File: config.mk
export PLATFORM = sky130hd
export DESIGN_NAME = roi_pad_axis
export DESIGN_NICKNAME = d
export VERILOG_FILES = /design/src/rtl/roi_pad_axis.sv
export SDC_FILE = /design/constraint.sdc
export NUM_CORES = 1
export LEC_CHECK = 0
export ABC_AREA = 1
export BUFFER_PORTS_ARGS = -buffer_cell sky130_fd_sc_hd__buf_2
export CAP_MARGIN = 20
export CORE_UTILIZATION = 32
export CTS_CLUSTER_SIZE = 40
export DETAILED_ROUTE_END_ITERATION = 10
export HOLD_SLACK_MARGIN = 0.15
export PLACE_DENSITY = 0.59
export SLEW_MARGIN = 20
export SYNTH_ARGS = -nofsm -noshare
export SYNTH_HDL_FRONTEND = slang
export SYNTH_SLANG_ARGS = --single-unit
File: constraint.sdc
create_clock -name clk_i -period 3.02 [get_ports clk_i]
set_input_delay 0.604 -clock clk_i [delete_from_list [all_inputs] [get_ports clk_i]]
set_output_delay 0.604 -clock clk_i [all_outputs]
set_load 0.05 [all_outputs]
File: src/rtl/roi_pad_axis.sv
// roi_pad_axis: rebuilds a full WIDTH x HEIGHT AXI-Stream frame from a raster-order ROI stream.
// ROI pixels land inside the inclusive rectangle spanned by two corners; all other
// positions carry BG_VALUE.
// Optional build macro: ROI_BORDER_EN draws an all-ones 1-pixel ring around a valid ROI.
module roi_pad_axis #(
  parameter int unsigned            WIDTH     = 800,
  parameter int unsigned            HEIGHT    = 600,
  parameter int unsigned            BIT_DATA  = 8,
  parameter int unsigned            BIT_COORD = 32,
  parameter logic [BIT_DATA-1:0]    BG_VALUE  = '0
) (
  input  logic                 clk_i,
  input  logic                 arst_i,
  input  logic                 start_i,
  input  logic [BIT_COORD-1:0] xy_0_i,
  input  logic [BIT_COORD-1:0] xy_1_i,
  input  logic [BIT_DATA-1:0]  s_tdata_i,
  input  logic                 s_tvalid_i,
  input  logic                 s_tlast_i,
  output logic                 s_tready_o,
  output logic [BIT_DATA-1:0]  m_tdata_o,
  output logic                 m_tvalid_o,
  output logic                 m_tlast_o,
  output logic                 m_tuser_o,
  input  logic                 m_tready_i,
  output logic                 busy_o,
  output logic                 err_o
);

  localparam int unsigned XW = (WIDTH > 1) ? $clog2(WIDTH) : 1;
  localparam int unsigned YW = (HEIGHT > 1) ? $clog2(HEIGHT) : 1;
  localparam logic [XW-1:0] XLast = XW'(WIDTH - 1);
  localparam logic [YW-1:0] YLast = YW'(HEIGHT - 1);

  typedef enum logic [0:0] {StIdle, StActive} state_e;

  state_e              state_q, state_d;
  logic [XW-1:0]       cnt_x_q, cnt_x_d;
  logic [YW-1:0]       cnt_y_q, cnt_y_d;
  logic [10:0]         xmin_q, xmin_d, xmax_q, xmax_d;
  logic [9:0]          ymin_q, ymin_d, ymax_q, ymax_d;
  logic                roi_ok_q, roi_ok_d;
  logic                roi_done_q, roi_done_d;
  logic                gen_done_q, gen_done_d;
  logic [BIT_DATA-1:0] m_tdata_q, m_tdata_d;
  logic                m_tvalid_q, m_tvalid_d;
  logic                m_tlast_q, m_tlast_d;
  logic                m_tuser_q, m_tuser_d;
  logic                err_q, err_d;

  // Corner fields and their normalised rectangle
  logic [10:0] x0, x1, xmin_n, xmax_n;
  logic [9:0]  y0, y1, ymin_n, ymax_n;
  logic        roi_bad_n;

  assign x0     = xy_0_i[26:16];
  assign x1     = xy_1_i[26:16];
  assign y0     = xy_0_i[9:0];
  assign y1     = xy_1_i[9:0];
  assign xmin_n = (x0 < x1) ? x0 : x1;
  assign xmax_n = (x0 < x1) ? x1 : x0;
  assign ymin_n = (y0 < y1) ? y0 : y1;
  assign ymax_n = (y0 < y1) ? y1 : y0;
  assign roi_bad_n = (32'(xmax_n) >= 32'(WIDTH)) || (32'(ymax_n) >= 32'(HEIGHT));

  logic unused_xy;
  assign unused_xy = ^{xy_0_i[BIT_COORD-1:27], xy_0_i[15:10],
                       xy_1_i[BIT_COORD-1:27], xy_1_i[15:10]};

  // Position classification, done in 32 bits so the ring bounds cannot wrap
  logic [31:0] px, py, xmin32, xmax32, ymin32, ymax32;
  logic        in_rect, in_roi, at_last_roi, at_frame_end, out_free, active;
  logic [BIT_DATA-1:0] fill_val;

  assign px     = 32'(cnt_x_q);
  assign py     = 32'(cnt_y_q);
  assign xmin32 = 32'(xmin_q);
  assign xmax32 = 32'(xmax_q);
  assign ymin32 = 32'(ymin_q);
  assign ymax32 = 32'(ymax_q);

  assign in_rect      = (px >= xmin32) && (px <= xmax32) && (py >= ymin32) && (py <= ymax32);
  assign in_roi       = roi_ok_q && in_rect;
  assign at_last_roi  = (px == xmax32) && (py == ymax32);
  assign at_frame_end = (cnt_x_q == XLast) && (cnt_y_q == YLast);
  assign out_free     = !m_tvalid_q || m_tready_i;
  assign active       = (state_q == StActive);

`ifdef ROI_BORDER_EN
  logic in_ring;
  assign in_ring  = roi_ok_q && !in_rect &&
                    (px + 32'd1 >= xmin32) && (px <= xmax32 + 32'd1) &&
                    (py + 32'd1 >= ymin32) && (py <= ymax32 + 32'd1);
  assign fill_val = in_ring ? '1 : BG_VALUE;
`else
  assign fill_val = BG_VALUE;
`endif

  assign s_tready_o = active && in_roi && !roi_done_q && !gen_done_q && out_free;

  // Next-state: coordinate latch on start, raster walk and output-register load in ACTIVE
  always_comb begin
    logic                load;
    logic [BIT_DATA-1:0] load_data;
    state_d     = state_q;
    cnt_x_d     = cnt_x_q;
    cnt_y_d     = cnt_y_q;
    xmin_d      = xmin_q;
    xmax_d      = xmax_q;
    ymin_d      = ymin_q;
    ymax_d      = ymax_q;
    roi_ok_d    = roi_ok_q;
    roi_done_d  = roi_done_q;
    gen_done_d  = gen_done_q;
    m_tdata_d   = m_tdata_q;
    m_tvalid_d  = m_tvalid_q;
    m_tlast_d   = m_tlast_q;
    m_tuser_d   = m_tuser_q;
    err_d       = 1'b0;
    load        = 1'b0;
    load_data   = fill_val;

    case (state_q)
      StIdle: begin
        if (start_i) begin
          state_d    = StActive;
          xmin_d     = xmin_n;
          xmax_d     = xmax_n;
          ymin_d     = ymin_n;
          ymax_d     = ymax_n;
          roi_ok_d   = !roi_bad_n;
          err_d      = roi_bad_n;
          cnt_x_d    = '0;
          cnt_y_d    = '0;
          roi_done_d = 1'b0;
          gen_done_d = 1'b0;
        end
      end
      StActive: begin
        if (out_free) begin
          if (m_tvalid_q && m_tlast_q) begin
            // Frame-last beat is being accepted this cycle
            state_d    = StIdle;
            m_tvalid_d = 1'b0;
            m_tlast_d  = 1'b0;
            m_tuser_d  = 1'b0;
          end else if (gen_done_q) begin
            m_tvalid_d = 1'b0;
          end else if (in_roi && !roi_done_q) begin
            if (s_tvalid_i) begin
              load      = 1'b1;
              load_data = s_tdata_i;
              // tlast must coincide exactly with the bottom-right ROI pixel
              if (s_tlast_i != at_last_roi) err_d = 1'b1;
              if (s_tlast_i || at_last_roi) roi_done_d = 1'b1;
            end else begin
              m_tvalid_d = 1'b0;
            end
          end else begin
            load = 1'b1;
          end
        end
      end
      default: state_d = StIdle;
    endcase

    if (load) begin
      m_tvalid_d = 1'b1;
      m_tdata_d  = load_data;
      m_tuser_d  = (cnt_x_q == '0) && (cnt_y_q == '0);
      m_tlast_d  = at_frame_end;
      if (cnt_x_q == XLast) begin
        cnt_x_d = '0;
        cnt_y_d = (cnt_y_q == YLast) ? '0 : cnt_y_q + YW'(1);
      end else begin
        cnt_x_d = cnt_x_q + XW'(1);
      end
      if (at_frame_end) gen_done_d = 1'b1;
    end
  end

  // State register with synchronous reset
  always_ff @(posedge clk_i) begin
    if (arst_i) begin
      state_q    <= StIdle;
      cnt_x_q    <= '0;
      cnt_y_q    <= '0;
      xmin_q     <= '0;
      xmax_q     <= '0;
      ymin_q     <= '0;
      ymax_q     <= '0;
      roi_ok_q   <= 1'b0;
      roi_done_q <= 1'b0;
      gen_done_q <= 1'b0;
      m_tdata_q  <= '0;
      m_tvalid_q <= 1'b0;
      m_tlast_q  <= 1'b0;
      m_tuser_q  <= 1'b0;
      err_q      <= 1'b0;
    end else begin
      state_q    <= state_d;
      cnt_x_q    <= cnt_x_d;
      cnt_y_q    <= cnt_y_d;
      xmin_q     <= xmin_d;
      xmax_q     <= xmax_d;
      ymin_q     <= ymin_d;
      ymax_q     <= ymax_d;
      roi_ok_q   <= roi_ok_d;
      roi_done_q <= roi_done_d;
      gen_done_q <= gen_done_d;
      m_tdata_q  <= m_tdata_d;
      m_tvalid_q <= m_tvalid_d;
      m_tlast_q  <= m_tlast_d;
      m_tuser_q  <= m_tuser_d;
      err_q      <= err_d;
    end
  end

  assign m_tdata_o  = m_tdata_q;
  assign m_tvalid_o = m_tvalid_q;
  assign m_tlast_o  = m_tlast_q;
  assign m_tuser_o  = m_tuser_q;
  assign busy_o     = active;
  assign err_o      = err_q;

endmodule

# == Word-level counts from Yosys, hierarchy flattened ==
# Cells that the tools add are included.
# op_classes
add_sub_neg,2
magnitude_cmp,8
eq_ne,14
muxes,61
bitwise_logic,1
reduce_logical,32
# ops
op,count
two-way mux 10 bit,11
two-way mux 8 bit,6
two-way mux 1 bit,39
two-way mux 11 bit,2
adder 10 x 1 -> 10 bit (second input constant),2
== test 10 bit (second input constant),2
logical NOT 10 bit,2
logical AND 1 bit,13
== test 10 x 11 -> 1 bit,1
>= comparator 10 x 11 -> 1 bit,1
>= comparator 11 x 10 -> 1 bit (second input constant),1
less-or-equal comparator 10 x 11 -> 1 bit,1
< comparator 11 bit,1
== test 10 bit,1
>= comparator 10 bit,1
>= comparator 10 bit (second input constant),1
less-or-equal comparator 10 bit,1
< comparator 10 bit,1
inequality test 2 x 1 -> 1 bit (second input constant),4
inequality test 2 bit (second input constant),4
nonzero test 2 bit,4
AND reduction 7 bit,1
case mux 1 bit (2 select lines),3
logical NOT 1 bit,4
8 further kinds,11
# word_totals
ff_bits,78
input_bits,78
out_inout_bits,14
elab_cells,133

# == Longest topological paths before layout ==
# Gate-level depths: netlist (run 1).
# logic_depth
word_depth,13
mapped_depth,19
mapped_depth_nobuf,18

# == Least setup slack after synthesis (run 1) ==
# OpenSTA, ideal clock, no wires.
# synth_timing
path_kind,register to output
startpoint,register cnt_x_q[8]
endpoint,output s_tready_o
t_arrival_ns,2.403
t_required_ns,2.416
path_slack_ns,0.013
path_stages_with_launch,10
path_cell_list,dfxtp_1 -> ha_1 -> a21o_1 -> a21oi_2 -> nand3_2 -> nand2_1 -> nand2_1 -> nor2_1 -> nand2_1 -> nor3_1
# synth_via
elab_chain_len,9
# synth_lines
element,line_no,source
start: declaration,38,"logic [XW-1:0] cnt_x_q, cnt_x_d;"
start signal: assignment,202,cnt_x_q <= cnt_x_d;
>= comparator 10 x 11 -> 1 bit or less-or-equal comparator 10 x 11 -> 1 bit (tied branches),82,assign in_rect = (px >= xmin32) && (px <= xmax32) && (py >= ymin32) && (py <= ymax32);
logical AND 1 bit (*) (3 in a row),82,
logical AND 1 bit (*),83,assign in_roi = roi_ok_q && in_rect;
logical AND 1 bit (*) (4 in a row),99,assign s_tready_o = active && in_roi && !roi_done_q && !gen_done_q && out_free;
end: declaration,20,"output logic s_tready_o,"
# Every way passes the cells marked *; elsewhere a longest branch is shown, timed or not.

# == Final worst setup path (run 1) ==
# layout_timing
startpoint,register cnt_x_q[7]
endpoint,output s_tready_o
# Same word-level chain as after synthesis.

==> results of run 1 <==
power groups by stage:
| stage | logic [µW] | registers (µW) | clock network, µW |
|---|---|---|---|
| floorplan | 431 | 1160 | 0 |
| global placement | 632 | 1140 | 0 |
| detailed placement | 637 | 1140 | 0 |
| CTS | 640 | 1120 | 1230 |
| global route | 740 | 1130 | 1270 |
| finish | 634 | 1120 | 1200 |
routing by layer:
metal | track usage [%] | up-vias | part of all wire (%)
li1 | - | 2991 | -
met1 | 23.2 | 2450 | 52
met2 | 25.3 | 110 | 42
met3 | 2.33 | 18 | 3.5
met4 | 6.42 | 0 | 1.8
met5 | 0 | - | 0
critical path, delay by kind of cell (launching register included):
kind / cells / cell delay [ns]
DFF: 1 / 0.40
buffers and inverters: 1 / 0.18
and+or+nand+nor: 8 / 0.95
adders and majority gates: 1 / 0.31
stage by stage:
stage	worst slack, ns	utilization, %	total power [µW]	cell area [µm²]
after global routing	0.00579	38.6	3140	6740
after floorplan	0.0130	-	1600	5790
final	0.224	38.6	2960	6740
after global placement	0.188	36.6	1770	6400
after CTS	0.0278	38.5	2990	6720
after detailed placement	0.149	36.6	1780	6400
area by class of cell:
cell class,count,area (µm²)
fill,1888,10700
clock buffer,11,243
multi-input combinational,621,3560
timing repair buffer,88,507
clock inverter,5,81.3
tap,225,282
sequential,78,1570
inverter,134,505
flip-flops by register name, indices dropped and copies added, names as in the netlist, 8 cells and up:
name	cells
cnt_y_q	10
ymin_q	10
m_tdata_o	8
cnt_x_q	10
ymax_q	10
xmin_q	11
xmax_q	11
final timing paths:
path                                           startpoint                         to  slack (ns)  cells after the start
worst max-delay path              cnt_x_q[7]$_SDFFE_PP0P_                 s_tready_o        0.22                     10
worst min-delay path            m_tdata_o[1]$_SDFFE_PP0P_  m_tdata_o[1]$_SDFFE_PP0P_        0.46                      2
worst max register to register    cnt_x_q[7]$_SDFFE_PP0P_  m_tdata_o[3]$_SDFFE_PP0P_        0.55                     13
worst min register to register  m_tdata_o[1]$_SDFFE_PP0P_  m_tdata_o[1]$_SDFFE_PP0P_        0.46                      2
cell usage in the layout, fill, tap and decap left out, types with 2 or more instances in the layout:
master,synthesis,routed
nand2_1,184,182
inv_1,131,131
a21oi_1,114,114
dfxtp_1,78,72
buf_2,8,68
ha_1,64,64
nor2_1,55,55
o21ai_0,52,51
nand3_1,47,47
nand4_1,27,27
buf_4,2,18
clkbuf_16,0,9
nor3_1,9,8
xor2_1,8,8
nand3b_1,8,8
o211ai_1,7,7
o21ai_1,5,6
dfxtp_2,0,6
nor4_1,5,5
nor2_2,4,4
a21o_1,4,4
nand2_2,2,4
nor3_4,3,3
nand3_2,3,3
nand4_2,2,2
or2_2,2,2
a21oi_2,2,2
inv_2,2,2
o31ai_1,2,2
bufinv_16,0,2
timing repair:
| item | 4_1_cts | 5_1_grt |
|---|---|---|
| setup endpoints to repair | 0 | 1 |
| gates resized for setup | 0 | 12 |
| hold buffers | 0 | 0 |
logic make-up after synthesis:
family	after synthesis	share of synthesized area [%]
AO/OA/AOI/OAI	190	17.3
XOR/XNOR	9	1.36
adder cells (fa/ha/maj)	64	13.8
buffers and inverters	167	11.8
flip-flops	78	27.0
AND/OR/NAND/NOR	358	28.8
Yosys cell counts, types with 2 or more instances:
library cell / instances
nand2_1: 184
inv_1: 131
a21oi_1: 114
dfxtp_1: 78
ha_1: 64
nor2_1: 55
o21ai_0: 52
nand3_1: 47
nand4_1: 27
clkbuf_1: 16
nor3_1: 9
buf_2: 8
nand3b_1: 8
xor2_1: 8
o211ai_1: 7
nor4_1: 5
o21ai_1: 5
a21o_1: 4
nor2_2: 4
buf_1: 3
buf_6: 3
nand3_2: 3
nor3_4: 3
a21oi_2: 2
buf_4: 2
inv_2: 2
nand2_2: 2
nand4_2: 2
o31ai_1: 2
or2_2: 2
==> reports/metrics.csv, run 1 <==
stage,metric,value,unit
grt,vias in the first global route,5096,
clock_tree,CTS Sinks,78,
synthesis,ys async rst share,0,%
cells_and_area,Post-Layout Cell Count,1162,
floorplan,# IOs,92,
timing,"Min Clock Period, post-route",2.80,ns
timing,Rel. slew slack,48.2,%
drt,WL per Instance,12.4,µm
timing,Final Max Tran Viols,0,
synthesis,Synth cell types,44,
timing,worst clock skew,0.00609,ns
setup_path,cells along the critical path,"ha_1, nand2_1, nor3_4, nand4_2, nand2_1, nand2_1, nor2_1, nand2_2, nor3_2, buf_6",
pwr,pwr/cell area,439,mW/mm²
setup_path,Setup crit end kind,output port,
timing,hold_ws,0.460,ns
setup_path,peak fanout along the critical path,7,
placement,IO Port Bufs,69,
grt,gr ovfl total,0,
timing,final setup fails,0,
timing,endpoints failing hold,0,
worst_hold_path,Hold Path Class,reg -> reg,
setup_path,most common cell type on the critical path,nand2_1,
grt,antenna violations before repair,0,
run_status,status,"finished, final reports clean",
grt,largest net degree at the start of global routing,69,
placement,HPWL Detailed,10700,µm
clock_tree,clk root buf,clkbuf_16,
cells_and_area,antenna cells,0,
pwr,Max IR drop VDD,0.237,mV
setup_path,worst setup path category,reg -> out,
timing,RSZ-0062 raised after global routing,no,
pwr,Internal,2070,µW
timing,Setup TNS,0,ns
clock_tree,CTS tree,yes,
placement,GPL Wtd Cong,0.842,
synthesis,Post-synth EDFFs,0,
drt,first-pass iteration count of the detailed router,5,
setup_path,Critical Path RT,2.42,ns
floorplan,Die X,136,µm
synthesis,leading area contributor after synthesis,dfxtp_1,
pwr,Comb pwr share,21.5,%
clock_tree,CTS Buffer Depth,2,
synthesis,post-synthesis register bit count,78,
synthesis,Post-Syn Nets,1008,
drt,routed vias,5569,
pwr,Clock Power Share,40.6,%
pwr,leakage,0.00321,µW
floorplan,Core Area,0.0175,mm²
clock_tree,CTS Buf Count,9,
setup_path,Worst Setup Start Kind,flop,
setup_path,crit path DAT,2.19,ns
timing,fin crit share,92.6,%
synthesis,top post-synthesis cells by area,"dfxtp_1 (27%), ha_1 (14%), nand2_1 (12%)",
cells_and_area,Area Overhead vs Synth,16.5,%
cells_and_area,fraction of layout cells with a size suffix above 1,14.6,%
floorplan,Starting Density,33.1,%
clock_tree,# H-tree levels,3,
grt,GRT Util Overall,16.5,%
run,Max-Cap Viols,0,
drt,Routed WL,14400,µm
pwr,Psw,891,µW
synthesis,share of the synthesized area in the top cell type,27.0,%
setup_path,crit-path max cell delay,0.40,ns
placement,Cells after DPL,1146,
synthesis,Post-Synthesis Cells,866,
pwr,Sw Share,30.1,%
floorplan,die area,0.0186,mm²
synthesis,predominant post-synthesis flop cell,dfxtp_1,
synthesis,cell area after synthesis,0.00579,mm²
clock_tree,post-CTS setup buffer count,0,
synthesis,Mean Syn Cell Area,6.68,µm²
clock_tree,"CTS clk-pin slew, worst paths",0.06,ns
synthesis,register area share after synthesis,27.0,%
timing,f_max,358,MHz
drt,Initial DRC Count,258,
drt,Via density,4.79,
setup_path,critical path's slowest cell,dfxtp_1,
clock_tree,clk_lat worst skew,0.35,ns
pwr,sequential share of power,37.9,%
drt,Post-DRT Antenna Nets,0,
drt,drt drc,0,
cells_and_area,fin nets,1074,
timing,worst slew pin tran,0.776,ns
synthesis,synth warn,0,
floorplan,# rows,48,
grt,first-pass GRT wire length,24300,µm
floorplan,DIE HEIGHT,136,µm
(Power assumes the default switching activity.)
==> inputs of run 2 (changes only) <==
--- a/config.mk
+++ b/config.mk
@@ -8,11 +8,11 @@
 export ABC_AREA = 1
 export BUFFER_PORTS_ARGS = -buffer_cell sky130_fd_sc_hd__buf_2
 export CAP_MARGIN = 20
-export CORE_UTILIZATION = 32
+export CORE_UTILIZATION = 41
 export CTS_CLUSTER_SIZE = 40
 export DETAILED_ROUTE_END_ITERATION = 10
 export HOLD_SLACK_MARGIN = 0.15
-export PLACE_DENSITY = 0.59
+export PLACE_DENSITY = 0.7
 export SLEW_MARGIN = 20
 export SYNTH_ARGS = -nofsm -noshare
 export SYNTH_HDL_FRONTEND = slang
==> reports/metrics.csv, run 2 (synthesized netlist as in run 1, its figures left out) <==
stage,metric,value,unit,change
run_status,status,"finished, final reports clean",,
cells_and_area,fraction of layout cells with a size suffix above 1,14.5,%,-0.076 points
floorplan,die area,0.0146,mm²,-22%
drt,drt drc,0,,unchanged
cells_and_area,Area Overhead vs Synth,14.8,%,
timing,Rel. slew slack,50.7,%,+2.5 points
clock_tree,clk root buf,clkbuf_16,,
placement,area of placed instances,0.00633,mm²,-1.1%
cells_and_area,Post-Layout Cell Count,1115,,-4.0%
setup_path,Critical Path RT,2.42,ns,about the same
grt,vias in the first global route,5145,,+0.96%
drt,routed vias,5618,,+0.88%
timing,fin crit share,94.7,%,+2.1 points
worst_hold_path,Hold Path Cell Cnt,2,,unchanged
drt,Via density,5.04,,+5.1%
timing,Final Max Tran Viols,0,,unchanged
floorplan,Core Area,0.0138,mm²,-21%
clock_tree,"CTS clk-pin slew, worst paths",0.06,ns,about the same
placement,Cells after DPL,1099,,-4.1%
timing,worst slew pin tran,0.739,ns,-0.0375 ns
cells_and_area,"Design Area, Final",0.00664,mm²,-1.5%
timing,worst clock skew,0.00441,ns,-0.00168 ns
cells_and_area,"commonest non-fill, non-tap cell in the layout",nand2_1,,
placement,HPWL Detailed,10100,µm,-5.2%
drt,Post-DRT Antenna Nets,0,,unchanged
clock_tree,# H-tree levels,3,,unchanged
cells_and_area,"commonest cells after routing, fill and taps aside","nand2_1 (183), inv_1 (131), a21oi_1 (114), dfxtp_1 (71), buf_2 (68)",,
worst_hold_path,hold path startpoint,m_tdata_o[2]$_SDFFE_PP0P_,,
floorplan,Starting Density,41.9,%,+8.7 points
cells_and_area,fin nets,1072,,-0.19%
run,Max-Cap Viols,0,,unchanged
timing,endpoints failing hold,0,,unchanged
setup_path,Setup crit end kind,output port,,
grt,largest net degree at the start of global routing,86,,+25%
timing,"Min Clock Period, post-route",2.86,ns,+0.0639 ns
pwr,Max IR drop VDD,0.283,mV,+19%
pwr,leakage,0.00320,µW,-0.49%
clock_tree,clk_lat worst skew,0.34,ns,about the same
setup_path,worst r2r src,cnt_y_q[9]$_SDFF_PP0_,,
cells_and_area,antenna cells,0,,unchanged
floorplan,Die X,121,µm,-11%
clock_tree,CTS Sinks,78,,unchanged
floorplan,# rows,43,,-10%
grt,gr ovfl total,0,,unchanged
placement,IO Port Bufs,69,,unchanged
pwr,"Power, Total",2830,µW,-4.4%
timing,final setup fails,0,,unchanged
setup_path,crit path from,cnt_y_q[9]$_SDFF_PP0_,,
grt,GRT Util Overall,20.0,%,+3.4 points
clock_tree,CTS Buffer Depth,2,,unchanged
placement,DP Worst Slack,0.204,ns,+0.0556 ns
setup_path,worst setup path category,reg -> out,,
setup_path,Worst R2R Path Depth,14,,+1
drt,WL per Instance,12.4,µm,about the same
cells_and_area,Regs by FF count,"xmax_q x11, xmin_q x11",,
timing,f_max,350,MHz,-2.2%
drt,Routed WL,13800,µm,-4.0%
setup_path,Worst Setup Start Kind,flop,,
setup_path,crit path DAT,2.26,ns,+0.07 ns
floorplan,# IOs,92,,unchanged
clock_tree,CTS Buf Count,9,,unchanged
clock_tree,CTS tree,yes,,
drt,first-pass iteration count of the detailed router,5,,unchanged
floorplan,DIE HEIGHT,121,µm,-11%
setup_path,peak fanout along the critical path,5,,-2
grt,first-pass GRT wire length,23600,µm,-2.9%
drt,Initial DRC Count,261,,+1.2%
timing,final worst-path setup slack,0.160,ns,-0.0639 ns
worst_hold_path,Hold Path Class,reg -> reg,,
pwr,pwr/cell area,426,mW/mm²,-2.9%
clock_tree,cts-stage hold buffer count,0,,unchanged
grt,antenna violations before repair,0,,unchanged
placement,GPL Wtd Cong,0.902,,+7.1%
-- run 2: power by group --
part	total [µW]	switching (µW)	internal [µW]
Clock	1070	433	639
Sequential	1120	33.4	1090
Combinational	634	404	230
-- run 2: path summary, 6_finish.rpt --
check | to | slack [ns]
setup / recovery | s_tready_o | 0.16
hold / removal | m_tdata_o[2]$_SDFFE_PP0P_ | 0.46
setup reg to reg | gen_done_q$_SDFF_PP0_ | 0.53
hold reg to reg | m_tdata_o[2]$_SDFFE_PP0P_ | 0.46
-- run 2: layout make-up --
| type | instances | area (µm²) |
|---|---|---|
| clock buffers | 10 | 229 |
| repair buffers | 86 | 492 |
| clock inverters | 6 | 62.6 |
| well taps | 180 | 225 |
| inverters | 134 | 505 |
| flip-flops and latches | 78 | 1570 |
| multi-input cells | 621 | 3560 |
| fillers | 1437 | 7180 |
-- run 2: worst max-delay path, cell delays in order, from the launching register on --
cell,delay [ns]
dfxtp_1,0.37
ha_1,0.32
nand2_1,0.07
inv_1,0.09
nand2_1,0.07
nor3_2,0.12
o21ai_0,0.11
nand4_1,0.11
nand2_1,0.10
inv_1,0.06
nand2_1,0.13
nor3_2,0.18
buf_6,0.19
-- run 2: timing repair --
item	in CTS	in global routing
endpoints found under the hold margin	0	0
resized for setup	1	11
buffers inserted	0	0
endpoints found under the setup margin	1	1
-- run 2: routing by layer --
layer | track usage [%] | share of wire (%)
met1 | 27.2 | 50
met2 | 33.1 | 45
met3 | 3.35 | 4.0
met4 | 4.09 | 0.86
met5 | 0 | 0
-- run 2: per-stage QoR --
step	TNS, ns	utilization, %	hold slack (ns)
3_5_place_dp	0	45.8	0.453
4_1_cts	0	47.9	0.463
3_3_place_gp	0	45.8	0.449
2_1_floorplan	0	-	0.444
6_report	0	48.0	0.460
5_1_grt	-0.00725	48.0	0.479
==> inputs of run 3 (changes only) <==
--- a/config.mk
+++ b/config.mk
@@ -12,7 +12,7 @@
 export CTS_CLUSTER_SIZE = 40
 export DETAILED_ROUTE_END_ITERATION = 10
 export HOLD_SLACK_MARGIN = 0.15
-export PLACE_DENSITY = 0.7
+export PLACE_DENSITY_LB_ADDON = 0.08
 export SLEW_MARGIN = 20
 export SYNTH_ARGS = -nofsm -noshare
 export SYNTH_HDL_FRONTEND = slang
==> reports/metrics.csv, run 3 (synthesized netlist as in run 1, its figures left out) <==
stage,metric,value,unit,change
drt,WL per Instance,13.1,µm,+6.0%
setup_path,cells along the critical path,"ha_1, nand2_1, nor3_4, nand4_2, nand2_1, nand2_1, nor2_1, nand2_2, nor3_4, buf_6",,
timing,hold_ws,0.461,ns,+0.00169 ns
setup_path,crit-path max cell delay,0.41,ns,+0.04 ns
timing,Final Max Tran Viols,0,,unchanged
setup_path,Critical Path RT,2.42,ns,about the same
drt,Routed WL,14600,µm,+5.9%
pwr,Psw,892,µW,+2.4%
timing,worst clock skew,0.00920,ns,+0.00479 ns
timing,f_max,353,MHz,+0.98%
pwr,Sw Share,30.4,%,-0.42 points
floorplan,# rows,43,,unchanged
grt,largest net degree at the start of global routing,86,,unchanged
timing,endpoints failing hold,0,,unchanged
cells_and_area,fraction of layout cells with a size suffix above 1,14.8,%,+0.23 points
cells_and_area,antenna cells,0,,unchanged
drt,Post-DRT Antenna Nets,0,,unchanged
setup_path,critical path's slowest cell,dfxtp_1,,
clock_tree,CTS Buf Count,9,,unchanged
floorplan,die area,0.0146,mm²,unchanged
timing,Rel. slew slack,53.2,%,+2.5 points
clock_tree,post-CTS setup buffer count,0,,unchanged
pwr,Internal,2040,µW,+4.5%
placement,IO Port Bufs,69,,unchanged
setup_path,worst r2r src,cnt_x_q[7]$_SDFFE_PP0P_,,
timing,RSZ-0062 raised after global routing,no,,
clock_tree,CTS Sinks,78,,unchanged
pwr,sequential share of power,38.2,%,-1.5 points
timing,fin crit share,93.8,%,-0.92 points
run,Max-Cap Viols,0,,unchanged
clock_tree,clk_lat worst skew,0.35,ns,about the same
grt,antenna violations before repair,0,,unchanged
pwr,Max IR drop VDD,0.340,mV,+20%
pwr,"Power, Total",2940,µW,+3.8%
floorplan,Core Area,0.0138,mm²,unchanged
timing,"Min Clock Period, post-route",2.83,ns,-0.0278 ns
floorplan,# IOs,92,,unchanged
grt,first-pass GRT wire length,24900,µm,+5.5%
clock_tree,# H-tree levels,3,,unchanged
cells_and_area,"commonest cells after routing, fill and taps aside","nand2_1 (181), inv_1 (131), a21oi_1 (114), dfxtp_1 (69), buf_2 (68)",,
grt,GRT Util Overall,21.4,%,+1.4 points
clock_tree,CTS tree,yes,,
clock_tree,cts-stage hold buffer count,0,,unchanged
drt,met3 wire len,549,µm,-0.54%
drt,DR top layer,met4,,
drt,drt drc,2,,+2
timing,Setup TNS,0,ns,unchanged
setup_path,Setup crit end kind,output port,,
worst_hold_path,Hold Path Class,reg -> reg,,
clock_tree,CTS Buffer Depth,2,,unchanged
pwr,leakage,0.00320,µW,+0.14%
setup_path,peak fanout along the critical path,7,,+2
placement,GPL Wtd Cong,0.873,,-3.3%
floorplan,Die X,121,µm,unchanged
drt,Initial DRC Count,286,,+9.6%
clock_tree,"CTS clk-pin slew, worst paths",0.06,ns,about the same
setup_path,crit path from,cnt_x_q[7]$_SDFFE_PP0P_,,
worst_hold_path,hold path startpoint,m_tdata_o[2]$_SDFFE_PP0P_,,
placement,HPWL Detailed,10900,µm,+7.8%
clock_tree,clk root buf,clkbuf_16,,
cells_and_area,"commonest non-fill, non-tap cell in the layout",nand2_1,,
grt,gr ovfl total,0,,unchanged
drt,Via density,5.12,,+1.6%
floorplan,DIE HEIGHT,121,µm,unchanged
cells_and_area,filler cell count,1377,,-4.2%
pwr,Clock Power Share,39.7,%,+1.8 points
cells_and_area,fin nets,1071,,-0.093%
pwr,Comb pwr share,22.1,%,-0.3 points
grt,vias in the first global route,5261,,+2.3%
timing,worst slew pin tran,0.703,ns,-0.0362 ns
drt,first-pass iteration count of the detailed router,8,,+3
setup_path,worst setup path category,reg -> out,,
floorplan,Starting Density,41.9,%,unchanged
setup_path,Worst Setup Start Kind,flop,,
setup_path,most common cell type on the critical path,nand2_1,,
drt,WL met1,7130,µm,+3.9%
drt,DR WL met2,6670,µm,+6.6%
drt,routed vias,5700,,+1.5%
run_status,failing checks,design-rule violations,,
cells_and_area,Area Overhead vs Synth,15.4,%,
timing,final setup fails,0,,unchanged
pwr,pwr/cell area,440,mW/mm²,+3.3%
cells_and_area,Regs by FF count,"xmax_q x11, xmin_q x11",,
setup_path,crit path DAT,2.23,ns,-0.03 ns
run_status,status,"complete, but fails checks",,
run 3: cell count changes in the layout (fill, tap and decap cells not counted), sizes merged:
cell      previous run  this run
clkinvlp             0         1
buf                 86        85
clkinv               5         3
bufinv               1         2
run 3: layout make-up:
class,count,area [µm²],area share (%)
clock inverters,6,86.3,1.29
inverters,134,505,7.57
multi-input cells,621,3560,53.4
clock buffers,10,229,3.43
flip-flops and latches,78,1570,23.5
well taps,180,225,3.37
repair buffers,85,497,7.44
run 3: critical path, delay by kind of cell (launching register included):
kind	cells	cell delay (ns)
fa+ha+maj	1	0.33
buf+inv	1	0.18
flops	1	0.41
simple gates	8	0.97
run 3: path summary, 6_finish.rpt:
kind	end	slack (ns)	cells after the start
worst max-delay path	s_tready_o	0.19	10
worst max register to register	m_tdata_o[0]$_SDFFE_PP0P_	0.55	13
worst min register to register	m_tdata_o[2]$_SDFFE_PP0P_	0.46	2
worst min-delay path	m_tdata_o[2]$_SDFFE_PP0P_	0.46	2
run 3: per-layer routing:
layer | global-route usage [%] | vias up
met5 | 0 | -
li1 | - | 2993
met2 | 34.3 | 115
met4 | 9.26 | 0
met1 | 28.9 | 2577
met3 | 2.55 | 15
run 3: metrics by stage:
step	utilization (%)	instance area, µm²	setup slack (ns)	std cells
2_1_floorplan	-	5790	0.0130	866
3_3_place_gp	45.8	6330	0.203	1098
3_5_place_dp	45.8	6330	0.168	1098
4_1_cts	48.1	6650	0.0423	1114
5_1_grt	48.3	6680	0.00181	1114
6_report	48.3	6680	0.188	1114
run 3: power by group through the flow:
stage	combinational [µW]	sequential, µW	clock, µW
finish	649	1120	1160
global route	745	1130	1230
CTS	650	1120	1190
detailed placement	647	1140	0
global placement	629	1140	0
floorplan	431	1160	0
run 3: timing repair:
action / 4_1_cts / 5_1_grt
pin swaps: 0 / 2
hold endpoints to repair: 0 / 0
gates resized for setup: 1 / 15
endpoints found under the setup margin: 1 / 1
